### src/rtl/ex_mem_pipe_reg.sv
// rtl/ex_mem_pipe_reg.sv - EX/MEM stage register with two-entry skid buffer, flush and bubble gating
// The main entry drives MEM. The skid entry absorbs one beat, so in_ready never depends on out_ready.
module ex_mem_pipe_reg #(
  parameter int WB_W    = 2,
  parameter int M_W     = 3,
  parameter int JADDR_W = 8,
  parameter int STAT_W  = 8,
  parameter int DATA_W  = 32,
  parameter int RADDR_W = 5
) (
  input  logic               clk,
  input  logic               rst,
  input  logic               flush,
  input  logic               in_valid,
  output logic               in_ready,
  input  logic [WB_W-1:0]    in_WB,
  input  logic [M_W-1:0]     in_M,
  input  logic [JADDR_W-1:0] in_jump_address,
  input  logic [STAT_W-1:0]  in_ALU_status,
  input  logic [DATA_W-1:0]  in_ALU_result,
  input  logic [DATA_W-1:0]  in_write_data,
  input  logic [RADDR_W-1:0] in_RegDst_address,
  output logic               out_valid,
  input  logic               out_ready,
  output logic [WB_W-1:0]    out_WB,
  output logic [M_W-1:0]     out_M,
  output logic [JADDR_W-1:0] out_jump_address,
  output logic [STAT_W-1:0]  out_ALU_status,
  output logic [DATA_W-1:0]  out_ALU_result,
  output logic [DATA_W-1:0]  out_write_data,
  output logic [RADDR_W-1:0] out_RegDst_address,
  output logic [1:0]         occupancy
);

  localparam int PW = WB_W + M_W + JADDR_W + STAT_W + 2 * DATA_W + RADDR_W;

  logic [PW-1:0]   main_q, main_d, skid_q, skid_d, in_beat;
  logic            main_valid_q, main_valid_d, skid_valid_q, skid_valid_d;
  logic            in_fire, out_fire;
  logic [WB_W-1:0] main_wb;
  logic [M_W-1:0]  main_m;

  assign in_beat   = {in_WB, in_M, in_jump_address, in_ALU_status,
                      in_ALU_result, in_write_data, in_RegDst_address};
  assign in_ready  = ~rst & ~skid_valid_q;
  assign out_valid = ~rst & main_valid_q;
  assign in_fire   = in_valid & in_ready;
  assign out_fire  = out_valid & out_ready;

  always_comb begin
    main_d       = main_q;
    skid_d       = skid_q;
    main_valid_d = main_valid_q;
    skid_valid_d = skid_valid_q;
    if (skid_valid_q) begin
      if (out_fire) begin
        main_d       = skid_q;
        skid_valid_d = 1'b0;
      end
    end else if (main_valid_q) begin
      if (in_fire && out_fire) begin
        main_d = in_beat;
      end else if (in_fire) begin
        skid_d       = in_beat;
        skid_valid_d = 1'b1;
      end else if (out_fire) begin
        main_valid_d = 1'b0;
      end
    end else if (in_fire) begin
      main_d       = in_beat;
      main_valid_d = 1'b1;
    end
  end

  // Flush holds the payload registers so a squashed beat never lands in main.
  always_ff @(posedge clk) begin
    if (rst) begin
      main_q       <= '0;
      skid_q       <= '0;
      main_valid_q <= 1'b0;
      skid_valid_q <= 1'b0;
    end else if (flush) begin
      main_valid_q <= 1'b0;
      skid_valid_q <= 1'b0;
    end else begin
      main_q       <= main_d;
      skid_q       <= skid_d;
      main_valid_q <= main_valid_d;
      skid_valid_q <= skid_valid_d;
    end
  end

  assign {main_wb, main_m, out_jump_address, out_ALU_status,
          out_ALU_result, out_write_data, out_RegDst_address} = main_q;

  // An empty stage must look like a NOP to MEM.
  assign out_WB    = out_valid ? main_wb : '0;
  assign out_M     = out_valid ? main_m  : '0;
  assign occupancy = {1'b0, main_valid_q} + {1'b0, skid_valid_q};

endmodule
### config.mk
export PLATFORM = sky130hd
export DESIGN_NAME = ex_mem_pipe_reg
export DESIGN_NICKNAME = d
export VERILOG_FILES = /design/src/rtl/ex_mem_pipe_reg.sv
export SDC_FILE = /design/constraint.sdc
export NUM_CORES = 1
export LEC_CHECK = 0
export CORE_UTILIZATION = 25
export CTS_CLUSTER_DIAMETER = 40
export DETAILED_ROUTE_END_ITERATION = 8
export GPL_ROUTABILITY_DRIVEN = 1
export SLEW_MARGIN = 15
export SYNTH_ARGS = -nofsm -noshare
export SYNTH_HDL_FRONTEND = slang
export SYNTH_SLANG_ARGS = --single-unit
### constraint.sdc
create_clock -name clk -period 5.7 [get_ports clk]
set_input_delay 1.14 -clock clk [delete_from_list [all_inputs] [get_ports clk]]
set_output_delay 1.14 -clock clk [all_outputs]
set_load 0.005 [all_outputs]
# ---- Word level (Yosys, flattened, before mapping)
# Cells that the tools add are included.
dict set report totals {
  register_bits 182
  inputBits 95
  out_inout_bits 94
  wordCells 35
}
dict set report classes {
  n_addsub 1
  eq_ne 2
  mux 15
  n_bitwise 8
  n_reduce_logical 5
}
# op count
set ops {}
lappend ops {{$mux 90} 5}
lappend ops {{$mux 1} 8}
lappend ops {{$reduce_and 5->1} 1}
lappend ops {{$and 1x1->1} 4}
lappend ops {{$not 1->1} 4}
lappend ops {{$reduce_and 4->1} 1}
lappend ops {{$mux 3} 1}
lappend ops {{$ne 3x1->1 const B} 1}
lappend ops {{$reduce_bool 3->1} 1}
lappend ops {{$add 1x1->2} 1}
lappend ops {{$mux 2} 1}
lappend ops {{$ne 2x1->1 const B} 1}
lappend ops {{$reduce_or 2->1} 1}
lappend ops {{$logic_and 1x1->1} 1}

# ---- Longest topological paths before layout
# Gate-level depths: netlist of run 1.
dict set report depth {
  word_depth 7
  depth_mapped 9
  depth_no_buf 6
}

# ---- Worst setup path before layout of run 1
# No wires, ideal clock.
dict set report synth_timing {
  path_type {input to output}
  startpoint {input rst}
  endpoint {output in_ready}
  arrival_time_ns 2.037
  required_time_ns 4.560
  slack_ns 2.523
  stages 4
  path_buffers 3
  cell_sequence {clkbuf_1 > clkbuf_1 > clkbuf_1 > nor2_1}
}
dict set report synth_via {
  elab_chain_len 2
}
# item line
set synth_rtl {}
lappend synth_rtl {{from (decl)} 12} ;# input logic rst,
lappend synth_rtl {{$not 1->1} 45} ;# assign in_ready = ~rst & ~skid_valid_q;
lappend synth_rtl {{$and 1x1->1} 45}
lappend synth_rtl {{to (decl)} 15} ;# output logic in_ready,
# Every way passes these cells.

# ---- Worst setup path after layout of run 1
dict set report layout_timing {
  startpoint {register skid_valid_q}
  endpoint {output occupancy[1]}
}
dict set report layout_via {
  elab_chain_len 1
}
# item line
set layout_rtl {}
lappend layout_rtl {{from (decl)} 38} ;# logic main_valid_q, main_valid_d, skid_valid_q, skid_valid_d;
lappend layout_rtl {{from (signal assigned)} 89} ;# skid_valid_q <= skid_valid_d;
lappend layout_rtl {{$add 1x1->2} 99} ;# assign occupancy = {1'b0, main_valid_q} + {1'b0, skid_valid_q};
lappend layout_rtl {{to (decl)} 32} ;# output logic [1:0] occupancy
# Every way passes these cells.

==> flow_results.xml, run 1 <==
<?xml version="1.0" encoding="UTF-8"?>
<metrics>
  <group name="run_status">
    <metric name="outcome" unit="">complete, but fails checks</metric>
    <metric name="failed_checks" unit="">DRC</metric>
  </group>
  <group name="floorplanning">
    <metric name="core" unit="um2">35660</metric>
    <metric name="ioPinCount" unit="">189</metric>
    <metric name="die_height" unit="um">192.7</metric>
    <metric name="die_width" unit="um">192.7</metric>
    <metric name="die-area" unit="um2">37120</metric>
    <metric name="rows" unit="">69</metric>
    <metric name="start_util" unit="">0.2549</metric>
  </group>
  <group name="critical_path">
    <metric name="worst_r2r_path_depth" unit="">7</metric>
    <metric name="reg2reg_setup_slack" unit="ps">2920</metric>
    <metric name="ff_to_ff_start" unit="">skid_valid_q$_SDFF_PP0_</metric>
    <metric name="cp_cell_sequence" unit="">buf_4 &gt; ha_1 &gt; clkdlybuf4s50_1</metric>
    <metric name="critical_path_class" unit="">flop to primary output</metric>
    <metric name="worst_path_max_delay_cell" unit="">sky130_fd_sc_hd__buf_4</metric>
    <metric name="cp-startpoint" unit="">skid_valid_q$_SDFF_PP0_</metric>
    <metric name="critical_path.startpoint_type" unit="">flop</metric>
    <metric name="cp_data_arrival_time" unit="ps">2460</metric>
    <metric name="reg2reg_end" unit="">main_q[43]$_SDFFE_PP0P_</metric>
    <metric name="worst_setup_path_end_kind" unit="">primary output</metric>
    <metric name="crit_required" unit="ps">4560</metric>
    <metric name="cp_slowest_stage_delay" unit="ps">620</metric>
    <metric name="cp_max_fo" unit="">37</metric>
  </group>
  <group name="clocking">
    <metric name="cts_buffer_depth" unit="">2</metric>
    <metric name="clock_latency" unit="ps">450</metric>
    <metric name="cts_tree" unit="">yes</metric>
    <metric name="clkTransAtPathRegs" unit="ps">80</metric>
    <metric name="cts_buffers" unit="">17</metric>
    <metric name="post_cts_resized" unit="">0</metric>
    <metric name="cts.root.buffer_cell" unit="">sky130_fd_sc_hd__clkbuf_16</metric>
    <metric name="cts_setup_buffers" unit="">0</metric>
    <metric name="tritoncts_num_sinks" unit="">182</metric>
    <metric name="ctsHoldBuffers" unit="">0</metric>
    <metric name="ctsHtreeMaxLevel" unit="">4</metric>
  </group>
  <group name="pwr">
    <metric name="p_sw_frac" unit="">0.2568</metric>
    <metric name="intPower" unit="mW">2.095</metric>
    <metric name="seq_power_share" unit="">0.471</metric>
    <metric name="clock_power_share" unit="">0.410</metric>
    <metric name="power.switching" unit="uW">723.6</metric>
    <metric name="p_leak" unit="nW">4.112</metric>
    <metric name="combPwrFrac" unit="">0.119</metric>
    <metric name="vdd_drop_max" unit="mV">0.2074</metric>
    <metric name="p_per_area" unit="nW/um2">251.2</metric>
  </group>
  <group name="sta">
    <metric name="hold_violations" unit="">0</metric>
    <metric name="finalClockSkew" unit="ps">11.57</metric>
    <metric name="setup_total_negative_slack" unit="ps">0</metric>
    <metric name="worst-slew-pin-transition" unit="ps">1149</metric>
    <metric name="timing.slew.headroom" unit="">0.2343</metric>
    <metric name="final_period_minus_worst_setup_slack" unit="ps">3605</metric>
    <metric name="setup_repair_after_global_routing_missed_its_margin" unit="">false</metric>
    <metric name="final_min_period_over_clock_period" unit="">0.6324</metric>
    <metric name="achievable-frequency" unit="MHz">277.4</metric>
    <metric name="report.final.slew_viol_count" unit="">0</metric>
    <metric name="number_of_setup_violations_in_the_final_report" unit="">0</metric>
  </group>
  <group name="synth">
    <metric name="syn-mean-instance-area" unit="um2">9.152</metric>
    <metric name="synth_area" unit="um2">9087</metric>
    <metric name="synth.net_count" unit="">1091</metric>
    <metric name="synthesis_stage_register_bit_count" unit="">182</metric>
    <metric name="largest_area_contributor_in_the_synthesized_netlist" unit="">sky130_fd_sc_hd__dfxtp_1</metric>
    <metric name="synth_warnings" unit="">0</metric>
    <metric name="synth_top_cell_area_share" unit="">0.4009</metric>
    <metric name="synth.area.top_cells" unit="">sky130_fd_sc_hd__dfxtp_1, sky130_fd_sc_hd__mux2_4, sky130_fd_sc_hd__mux2i_1</metric>
    <metric name="synth.distinct_cells" unit="">24</metric>
    <metric name="synthCells" unit="">993</metric>
    <metric name="ys_seq_area_frac" unit="">0.4009</metric>
  </group>
  <group name="min_path">
    <metric name="worstHoldPathType" unit="">flop to flop</metric>
    <metric name="hold_depth" unit="">2</metric>
    <metric name="worst_hold_startpoint" unit="">skid_q[50]$_SDFFE_PP0P_</metric>
    <metric name="worst_hold_path.endpoint" unit="">skid_q[50]$_SDFFE_PP0P_</metric>
  </group>
  <group name="final_layout">
    <metric name="nNetsFinal" unit="">1151</metric>
    <metric name="fillerInstances" unit="">3726</metric>
    <metric name="layout.cells.most_common_list" unit="">sky130_fd_sc_hd__clkdlybuf4s50_1, sky130_fd_sc_hd__nand2_1, sky130_fd_sc_hd__dfxtp_1, sky130_fd_sc_hd__nor2_1, sky130_fd_sc_hd__a21oi_1</metric>
    <metric name="areaGrowthSynthToFinish" unit="%">23.43</metric>
    <metric name="post_layout_nonfiller_instances" unit="">1527</metric>
    <metric name="final_common_cell" unit="">sky130_fd_sc_hd__clkdlybuf4s50_1</metric>
    <metric name="post_route_cells_drive_above_1_share" unit="">0.1285</metric>
    <metric name="antenna_cells_inserted" unit="">0</metric>
  </group>
  <group name="global_route">
    <metric name="grt_use_total" unit="">0.1212</metric>
    <metric name="maximum_number_of_pins_on_one_net_before_global_route_repair" unit="">114</metric>
    <metric name="grt_pass1_wl" unit="mm">34.22</metric>
    <metric name="grt-ovfl-total" unit="">0</metric>
    <metric name="grt_pass1_vias" unit="">6218</metric>
    <metric name="antenna_found_initial" unit="">6</metric>
  </group>
  <group name="route">
    <metric name="route.final.wire_length" unit="mm">22.14</metric>
    <metric name="num_vias" unit="">6482</metric>
    <metric name="drc_errors" unit="">22</metric>
    <metric name="post_drt_wl_per_cell" unit="um">14.50</metric>
    <metric name="drt_first_pass_iters" unit="">6</metric>
    <metric name="drt_iter0_markers" unit="">262</metric>
    <metric name="antenna_violating_nets_post_route" unit="">0</metric>
    <metric name="detail_route.vias_per_cell" unit="">4.245</metric>
  </group>
  <group name="place">
    <metric name="placed_cells_incl_taps" unit="">1495</metric>
    <metric name="gp_routability_congestion" unit="">0.7205</metric>
    <metric name="io_buffer_count" unit="">188</metric>
    <metric name="dp_hpwl" unit="mm">14.07</metric>
  </group>
  <group name="job">
    <metric name="timing.max_cap.violations" unit="">0</metric>
  </group>
</metrics>
-- cells in the mapped netlist (all sizes together) --
cell type and n:
clkbuf 52, nand2b 1, nand2 181, nor2 92, and2 5, a21oi 92, o211ai 1, inv 3
o21a 1, nand4b 1, dfxtp 182, buf 104, mux2 90, a2111oi 1, and2b 1, and4b 1
ha 3, mux2i 90, nor2b 91, a221o 1
-- worst max-delay path by stage --
stage,endpoint,cells after the start
after floorplan,in_ready,4
after global placement,main_q[34]$_SDFFE_PP0P_,6
after detailed placement,main_q[33]$_SDFFE_PP0P_,6
after CTS,occupancy[1],3
after global routing,occupancy[1],3
final,occupancy[1],3
-- state kept, by name, summed over array words and instances (netlist names) --
| signal | cells |
|---|---|
| main_q | 90 |
| skid_valid_q | 1 |
| skid_q | 90 |
| main_valid_q | 1 |
-- cell type report --
type / instances / area (um2) / area share
timing repair buffer: 197 / 1966 / 0.1752
clock inverter: 13 / 112.6 / 0.01004
clock buffer: 19 / 442.9 / 0.03949
multi-input combinational: 652 / 4461 / 0.3977
tap: 461 / 576.8 / 0.05142
sequential: 182 / 3647 / 0.3252
inverter: 3 / 11.26 / 0.001004
-- per-stage QoR --
stage                     area [um2]  total power [mW]  hold WS (ps)  setup slack (ps)    util
after floorplan                 9087             1.567         436.0              2523       -
final                          11220             2.818         453.5              2095  0.3146
after detailed placement       10660             1.696         446.3              1945  0.2990
after global routing           11220             2.947         468.4              1918  0.3146
after CTS                      11220             2.867         456.0              1983  0.3146
after global placement         10660             1.693         440.8              1977  0.2990
-- layer usage --
metal	global-route usage	wire length (um)
met5	0	58
met4	0.04240	362
met3	0.03946	1145
met2	0.2051	10740
met1	0.1422	9835
-- worst max-delay path, delay by kind of cell, from the launching register on --
family / cells / cell delay, ps
buffers and inverters: 2 / 1170
adder cells (fa/ha/maj): 1 / 260
flip-flops: 1 / 580
-- cells by family (layout without fill, tap and decap cells) --
kind of cell,count (synthesis),after routing,synth area share
buffers and inverters,159,232,0.1099
AND/OR/NAND/NOR,373,373,0.1828
AO/OA/AOI/OAI,96,96,0.05439
multiplexers,180,180,0.2478
flip-flops,182,182,0.4009
adder cells (fa/ha/maj),3,3,0.004131
-- power groups by stage --
stage               clock [mW]  sequential [mW]  combinational [mW]
floorplan                    0             1.35               0.220
global placement             0             1.36               0.336
detailed placement           0             1.36               0.340
CTS                       1.20             1.33               0.341
global route              1.25             1.33               0.365
finish                    1.16             1.33               0.336
Power figures use the tool's default switching activity.
==> inputs of run 2 (changes only) <==
- clock period: 5.7 -> 3.1 ns (I/O delays scaled with it)
==> run 2 against run 1 <==
The flow still finishes with violations (DRC). Cell count rose by 0.33%. Cell area rose by 0.65%. Clock-buffer cell count is 2 higher. Die area is the same. Combinational power increased by 85%. Clock power up 89%. Clock skew shrank 1.0 ps. Core utilization increased by 0.20 points. Hold slack is essentially flat. First-iteration DRC count fell by 13%. Wire length down 2.5%. Sequential cell count unchanged. Critical path type unchanged. Critical endpoint unchanged.
==> flow_results.xml, run 2 (synthesis results as in run 1) <==
<?xml version="1.0" encoding="UTF-8"?>
<metrics>
  <group name="floorplanning">
    <metric name="die-area" unit="um2">37120</metric>
    <metric name="core" unit="um2">35660</metric>
    <metric name="ioPinCount" unit="">189</metric>
    <metric name="rows" unit="">69</metric>
    <metric name="die_width" unit="um">192.7</metric>
    <metric name="start_util" unit="">0.2549</metric>
    <metric name="die_height" unit="um">192.7</metric>
  </group>
  <group name="min_path">
    <metric name="worst_hold_path.endpoint" unit="">skid_q[58]$_SDFFE_PP0P_</metric>
    <metric name="hold_depth" unit="">2</metric>
    <metric name="worstHoldPathType" unit="">flop to flop</metric>
    <metric name="worst_hold_startpoint" unit="">skid_q[58]$_SDFFE_PP0P_</metric>
  </group>
  <group name="clocking">
    <metric name="post_cts_resized" unit="">0</metric>
    <metric name="ctsHtreeMaxLevel" unit="">4</metric>
    <metric name="ctsHoldBuffers" unit="">0</metric>
    <metric name="cts.root.buffer_cell" unit="">sky130_fd_sc_hd__clkbuf_16</metric>
    <metric name="cts_buffer_depth" unit="">2</metric>
    <metric name="cts_buffers" unit="">17</metric>
    <metric name="tritoncts_num_sinks" unit="">182</metric>
    <metric name="clock_latency" unit="ps">440</metric>
    <metric name="cts_setup_buffers" unit="">0</metric>
    <metric name="clkTransAtPathRegs" unit="ps">70</metric>
    <metric name="cts_tree" unit="">yes</metric>
  </group>
  <group name="sta">
    <metric name="setup_repair_after_global_routing_missed_its_margin" unit="">false</metric>
    <metric name="hold_violations" unit="">0</metric>
    <metric name="achievable-frequency" unit="MHz">367.2</metric>
    <metric name="worst-slew-pin-transition" unit="ps">789.2</metric>
    <metric name="number_of_setup_violations_in_the_final_report" unit="">0</metric>
    <metric name="timing.slew.headroom" unit="">0.4739</metric>
    <metric name="setup_slack" unit="ps">376.4</metric>
    <metric name="setup_total_negative_slack" unit="ps">0</metric>
    <metric name="finalClockSkew" unit="ps">10.53</metric>
    <metric name="final_min_period_over_clock_period" unit="">0.8786</metric>
    <metric name="final_period_minus_worst_setup_slack" unit="ps">2724</metric>
    <metric name="report.final.slew_viol_count" unit="">0</metric>
  </group>
  <group name="critical_path">
    <metric name="crit_required" unit="ps">2480</metric>
    <metric name="worst_setup_path_end_kind" unit="">primary output</metric>
    <metric name="ff_to_ff_start" unit="">skid_valid_q$_SDFF_PP0_</metric>
    <metric name="worst_r2r_path_depth" unit="">7</metric>
    <metric name="worst_path_max_delay_cell" unit="">sky130_fd_sc_hd__dfxtp_4</metric>
    <metric name="reg2reg_end" unit="">main_q[11]$_SDFFE_PP0P_</metric>
    <metric name="reg2reg_setup_slack" unit="ps">750</metric>
    <metric name="cp_data_arrival_time" unit="ps">2100</metric>
    <metric name="cp_max_fo" unit="">18</metric>
    <metric name="critical_path.startpoint_type" unit="">flop</metric>
    <metric name="cp_cell_sequence" unit="">buf_4 &gt; ha_1 &gt; clkdlybuf4s50_1</metric>
    <metric name="critical_path_class" unit="">flop to primary output</metric>
    <metric name="cp_slowest_stage_delay" unit="ps">530</metric>
  </group>
  <group name="global_route">
    <metric name="grt-ovfl-total" unit="">0</metric>
    <metric name="maximum_number_of_pins_on_one_net_before_global_route_repair" unit="">91</metric>
    <metric name="grt_pass1_wl" unit="mm">33.66</metric>
    <metric name="grt_pass1_vias" unit="">6159</metric>
    <metric name="grt_use_total" unit="">0.1179</metric>
    <metric name="antenna_found_initial" unit="">4</metric>
  </group>
  <group name="place">
    <metric name="dp_hpwl" unit="mm">13.87</metric>
    <metric name="io_buffer_count" unit="">188</metric>
    <metric name="gp_routability_congestion" unit="">0.7090</metric>
    <metric name="place_ws" unit="ps">334.1</metric>
  </group>
  <group name="route">
    <metric name="detail_route.vias_per_cell" unit="">4.199</metric>
    <metric name="route.final.wire_length" unit="mm">21.60</metric>
    <metric name="drt_iter0_markers" unit="">229</metric>
    <metric name="drt_first_pass_iters" unit="">6</metric>
    <metric name="drc_errors" unit="">46</metric>
    <metric name="antenna_violating_nets_post_route" unit="">0</metric>
    <metric name="num_vias" unit="">6433</metric>
    <metric name="post_drt_wl_per_cell" unit="um">14.10</metric>
  </group>
  <group name="run_status">
    <metric name="failed_checks" unit="">DRC</metric>
    <metric name="outcome" unit="">complete, but fails checks</metric>
  </group>
  <group name="final_layout">
    <metric name="areaGrowthSynthToFinish" unit="%">24.23</metric>
    <metric name="layout.cells.most_common_list" unit="">sky130_fd_sc_hd__clkdlybuf4s50_1, sky130_fd_sc_hd__nand2_1, sky130_fd_sc_hd__dfxtp_1, sky130_fd_sc_hd__nor2_1, sky130_fd_sc_hd__a21oi_1</metric>
    <metric name="nNetsFinal" unit="">1155</metric>
    <metric name="utilization" unit="">0.3166</metric>
    <metric name="final_common_cell" unit="">sky130_fd_sc_hd__clkdlybuf4s50_1</metric>
    <metric name="top_regs" unit="">main_q x90, skid_q x90</metric>
    <metric name="post_route_cells_drive_above_1_share" unit="">0.1318</metric>
  </group>
  <group name="pwr">
    <metric name="p_per_area" unit="nW/um2">465.4</metric>
    <metric name="vdd_drop_max" unit="mV">0.3837</metric>
    <metric name="p_leak" unit="nW">4.151</metric>
  </group>
  <group name="job">
    <metric name="timing.max_cap.violations" unit="">0</metric>
  </group>
</metrics>
## run 2: cell count changes in the layout (fill, tap and decap cells not counted), sizes merged
| cell | previous run | this run |
|---|---|---|
| buf | 9 | 13 |
| bufinv | 0 | 1 |
| clkbuf | 20 | 22 |
| clkinvlp | 2 | 1 |
| diode | 0 | 1 |
| inv | 10 | 8 |
## run 2: worst max-delay path by stage
stage                                  startpoint                      end  slack (ps)  cells past startpoint
after floorplan                               rst                 in_ready         960                      4
after global placement                   in_valid  main_q[18]$_SDFFE_PP0P_         340                      6
after detailed placement                 in_valid  main_q[11]$_SDFFE_PP0P_         330                      6
after CTS                 skid_valid_q$_SDFF_PP0_             occupancy[1]         330                      3
after global routing      skid_valid_q$_SDFF_PP0_             occupancy[1]         280                      3
final                     skid_valid_q$_SDFF_PP0_             occupancy[1]         380                      3
## run 2: layer usage
metal  GRT usage  share of wire  vias up
li1            -              -     3279
met1      0.1427           0.45     3025
met2      0.1980           0.48       96
met3     0.03528          0.051       25
met4     0.03816          0.013        8
met5           0         0.0021        -
## run 2: worst max-delay path, delay by kind of cell, from the launching register on
family                     cells  cell delay, ps
adders and majority gates      1             250
buffers and inverters          2             880
DFF                            1             530
## run 2: layout make-up
| class | count | area, um2 |
|---|---|---|
| antenna | 1 | 2.502 |
| multi-input combinational | 652 | 4461 |
| sequential | 182 | 3647 |
| fill | 3680 | 24370 |
| timing repair buffer | 201 | 2008 |
| tap | 461 | 576.8 |
| clock inverter | 11 | 112.6 |
| inverter | 3 | 11.26 |
| clock buffer | 21 | 470.5 |
## run 2: through the flow
stage               total power [mW]  instances  instance area [um2]  hold slack (ps)
floorplan                      2.882        993                 9087            436.0
global placement               3.114       1499                10700            440.7
detailed placement             3.120       1499                10700            446.3
CTS                            5.362       1531                11290            455.9
global route                   5.489       1531                11290            470.5
finish                         5.254       1532                11290            453.7
## run 2: power by group
group / leakage (nW) / internal [mW] / switching (mW)
registers: 1.47 / 2.40 / 0.0366
clock network: 0.285 / 1.19 / 1.01
logic: 2.39 / 0.377 / 0.244
==> edit (settings of run 1) <==
`M_W`: 3 -> 6.
--- a/src/rtl/ex_mem_pipe_reg.sv
+++ b/src/rtl/ex_mem_pipe_reg.sv
@@ -2,7 +2,7 @@
 // The main entry drives MEM. The skid entry absorbs one beat, so in_ready never depends on out_ready.
 module ex_mem_pipe_reg #(
   parameter int WB_W    = 2,
-  parameter int M_W     = 3,
+  parameter int M_W     = 6,
   parameter int JADDR_W = 8,
   parameter int STAT_W  = 8,
   parameter int DATA_W  = 32,
Ports: changed (resized in_M and out_M); port bits go from 189 to 195. The function was not compared with the original's and may differ.
==> edit against run 1 <==
- cell count grew 2.9%
- total power grew 3.4%
- clock power increased by 4%
- clock skew fell by 0.0026 ns
- cell area up 2.5%
- area after synthesis up 2.1%
- setup slack lost 0.50 ns
- largest cell class unchanged
- sequential cell count rose by 6
- routed wire length is 1.5% lower
- critical endpoint is now out_WB[1]
- first-iteration DRC count down 23%
==> edit: results (changes against run 1) <==
Status = complete, no violations
IO Port Bufs = 194 (+3.2%)
H-tree depth = 4 (unchanged)
1st-iter DRT viols = 203 (-23%)
Detail Placement HPWL = 13.70 mm (-2.6%)
Clock root buffer master = clkbuf_16
Most instantiated cells after synthesis = 188 x dfxtp_1, 187 x nand2_1, 95 x a21oi_1, 95 x nor2_1, 95 x nor2b_1
Biggest regs = main_q x93, skid_q x93
Unique masters post-synth = 23 (-4.2%)
Top post-synthesis cells by area = dfxtp_1 41%, mux2_4 11%, mux2i_1 10%
GR Util met3 = 3.488% (-0.46 points)
Via count = 6,682 (+3.1%)
Global-route wire length before repair = 35.04 mm (+2.4%)
Nets = 1,191 (+3.5%)
Grt met1 use = 14.44% (+0.22 points)
# diodes = 0 (unchanged)
Worst-path fanout max = 110 (+200%)
Ys Warns = 0 (unchanged)
Setup Buffers After CTS = 0 (unchanged)
Placer Congestion = 0.7513 (+4.3%)
Top_reg_cell synth = dfxtp_1
Async set-or-reset flop fraction in the synthesized netlist = 0% (unchanged)
Clock Tree Buf Depth = 2 (unchanged)
Antenna violations before repair = 0 (-6)
Worst slew pin tran = 0.9586 ns (-0.1899 ns)
Worst-path clk slew = 0.07 ns
Setup Skew = 0.008925 ns (-0.002647 ns)
Static Leak = 0.004172 µW (+1.5%)
Seq/Total Area, Yosys = 40.54% (+0.45 points)
CTS buffer count = 17 (unchanged)
Layout cells sized above 1 = 12.60% (-0.25 points)
Critical path data arrival time = 2.96 ns (+0.50 ns)
Initial DRT Pass Iterations = 4 (-2)
Largest net degree at the start of global routing = 111 (-2.6%)
Synthesized Nets = 1,126 (+3.2%)
VDD IR max = 199.2 µV (-4.0%)
Hold Crit Class = flip-flop to flip-flop
Met2 Usage GRT = 18.84% (-1.7 points)
Vias in the first global route = 6,519 (+4.8%)
Drt total wl = 21.81 mm (-1.5%)
Post_cts resized = 0 (unchanged)
All-Layer GR Usage = 11.66% (-0.45 points)
FILL cells = 3,802 (+2.0%)
==> edit: cell types whose count changed in the layout (fill, tap and decap cells not counted), moves of 5 or more <==
cell             delta
clkdlybuf4s50_1     +6
dfxtp_1             +6
mux2_4             -20
nand2_1             +6
nor2b_1             +5
mux2_2             +23
==> edit: metrics by stage <==
| stage | setup WS [ns] | util, % | instance area, µm² | power [µW] | cells |
|---|---|---|---|---|---|
| 6_report | 1.600 | 31.41 | 11500 | 2914 | 1571 |
| 2_1_floorplan | 2.250 | - | 9283 | 1609 | 1025 |
| 3_5_place_dp | 1.338 | 29.82 | 10920 | 1739 | 1539 |
| 5_1_grt | 1.358 | 31.41 | 11500 | 3060 | 1571 |
| 4_1_cts | 1.522 | 31.41 | 11500 | 2977 | 1571 |
| 3_3_place_gp | 1.413 | 29.82 | 10920 | 1735 | 1539 |
==> edit: critical path, stage by stage <==
cell and delay [ns]:
clkbuf_8 0.36, nor2b_1 0.65, and2_1 0.23, clkdlybuf4s50_1 0.55
==> edit: where the power goes <==
| part | switching (µW) | internal, µW |
|---|---|---|
| clock | 572 | 638 |
| sequential | 20.0 | 1350 |
| combinational | 132 | 203 |
| total | 724 | 2190 |
==> edit: layout make-up <==
type                    instances  area share [%]
flip-flops and latches        188           32.76
clock buffers                  18           3.917
clock inverters                14           1.164
inverters                       3         0.09792
multi-input cells             676           39.40
repair buffers                204           17.57
well taps                     468           5.092
==> edit: worst paths after layout <==
path	start	endpoint	slack (ns)	cells past startpoint
min	skid_q[17]	skid_q[17]	0.45	2
min reg2reg	skid_q[17]	skid_q[17]	0.45	2
max	rst	out_WB[1]	1.60	4
max reg2reg	skid_valid_q	main_q[51]	2.65	7
==> edit: kinds of logic after synthesis <==
family	Yosys count	synth area share, %
simple gates	388	18.61
buf+inv	161	10.81
flops	188	40.54
fa+ha+maj	3	0.4044
mux	186	24.14
compound gates	99	5.486
==> edit: routing by layer <==
layer	wire length (µm)	vias to the layer above	share of wire (%)
li1	-	3371	-
met1	10260	3152	47
met2	10000	133	46
met3	1116	26	5.1
met4	439	0	2.0
met5	0	-	0
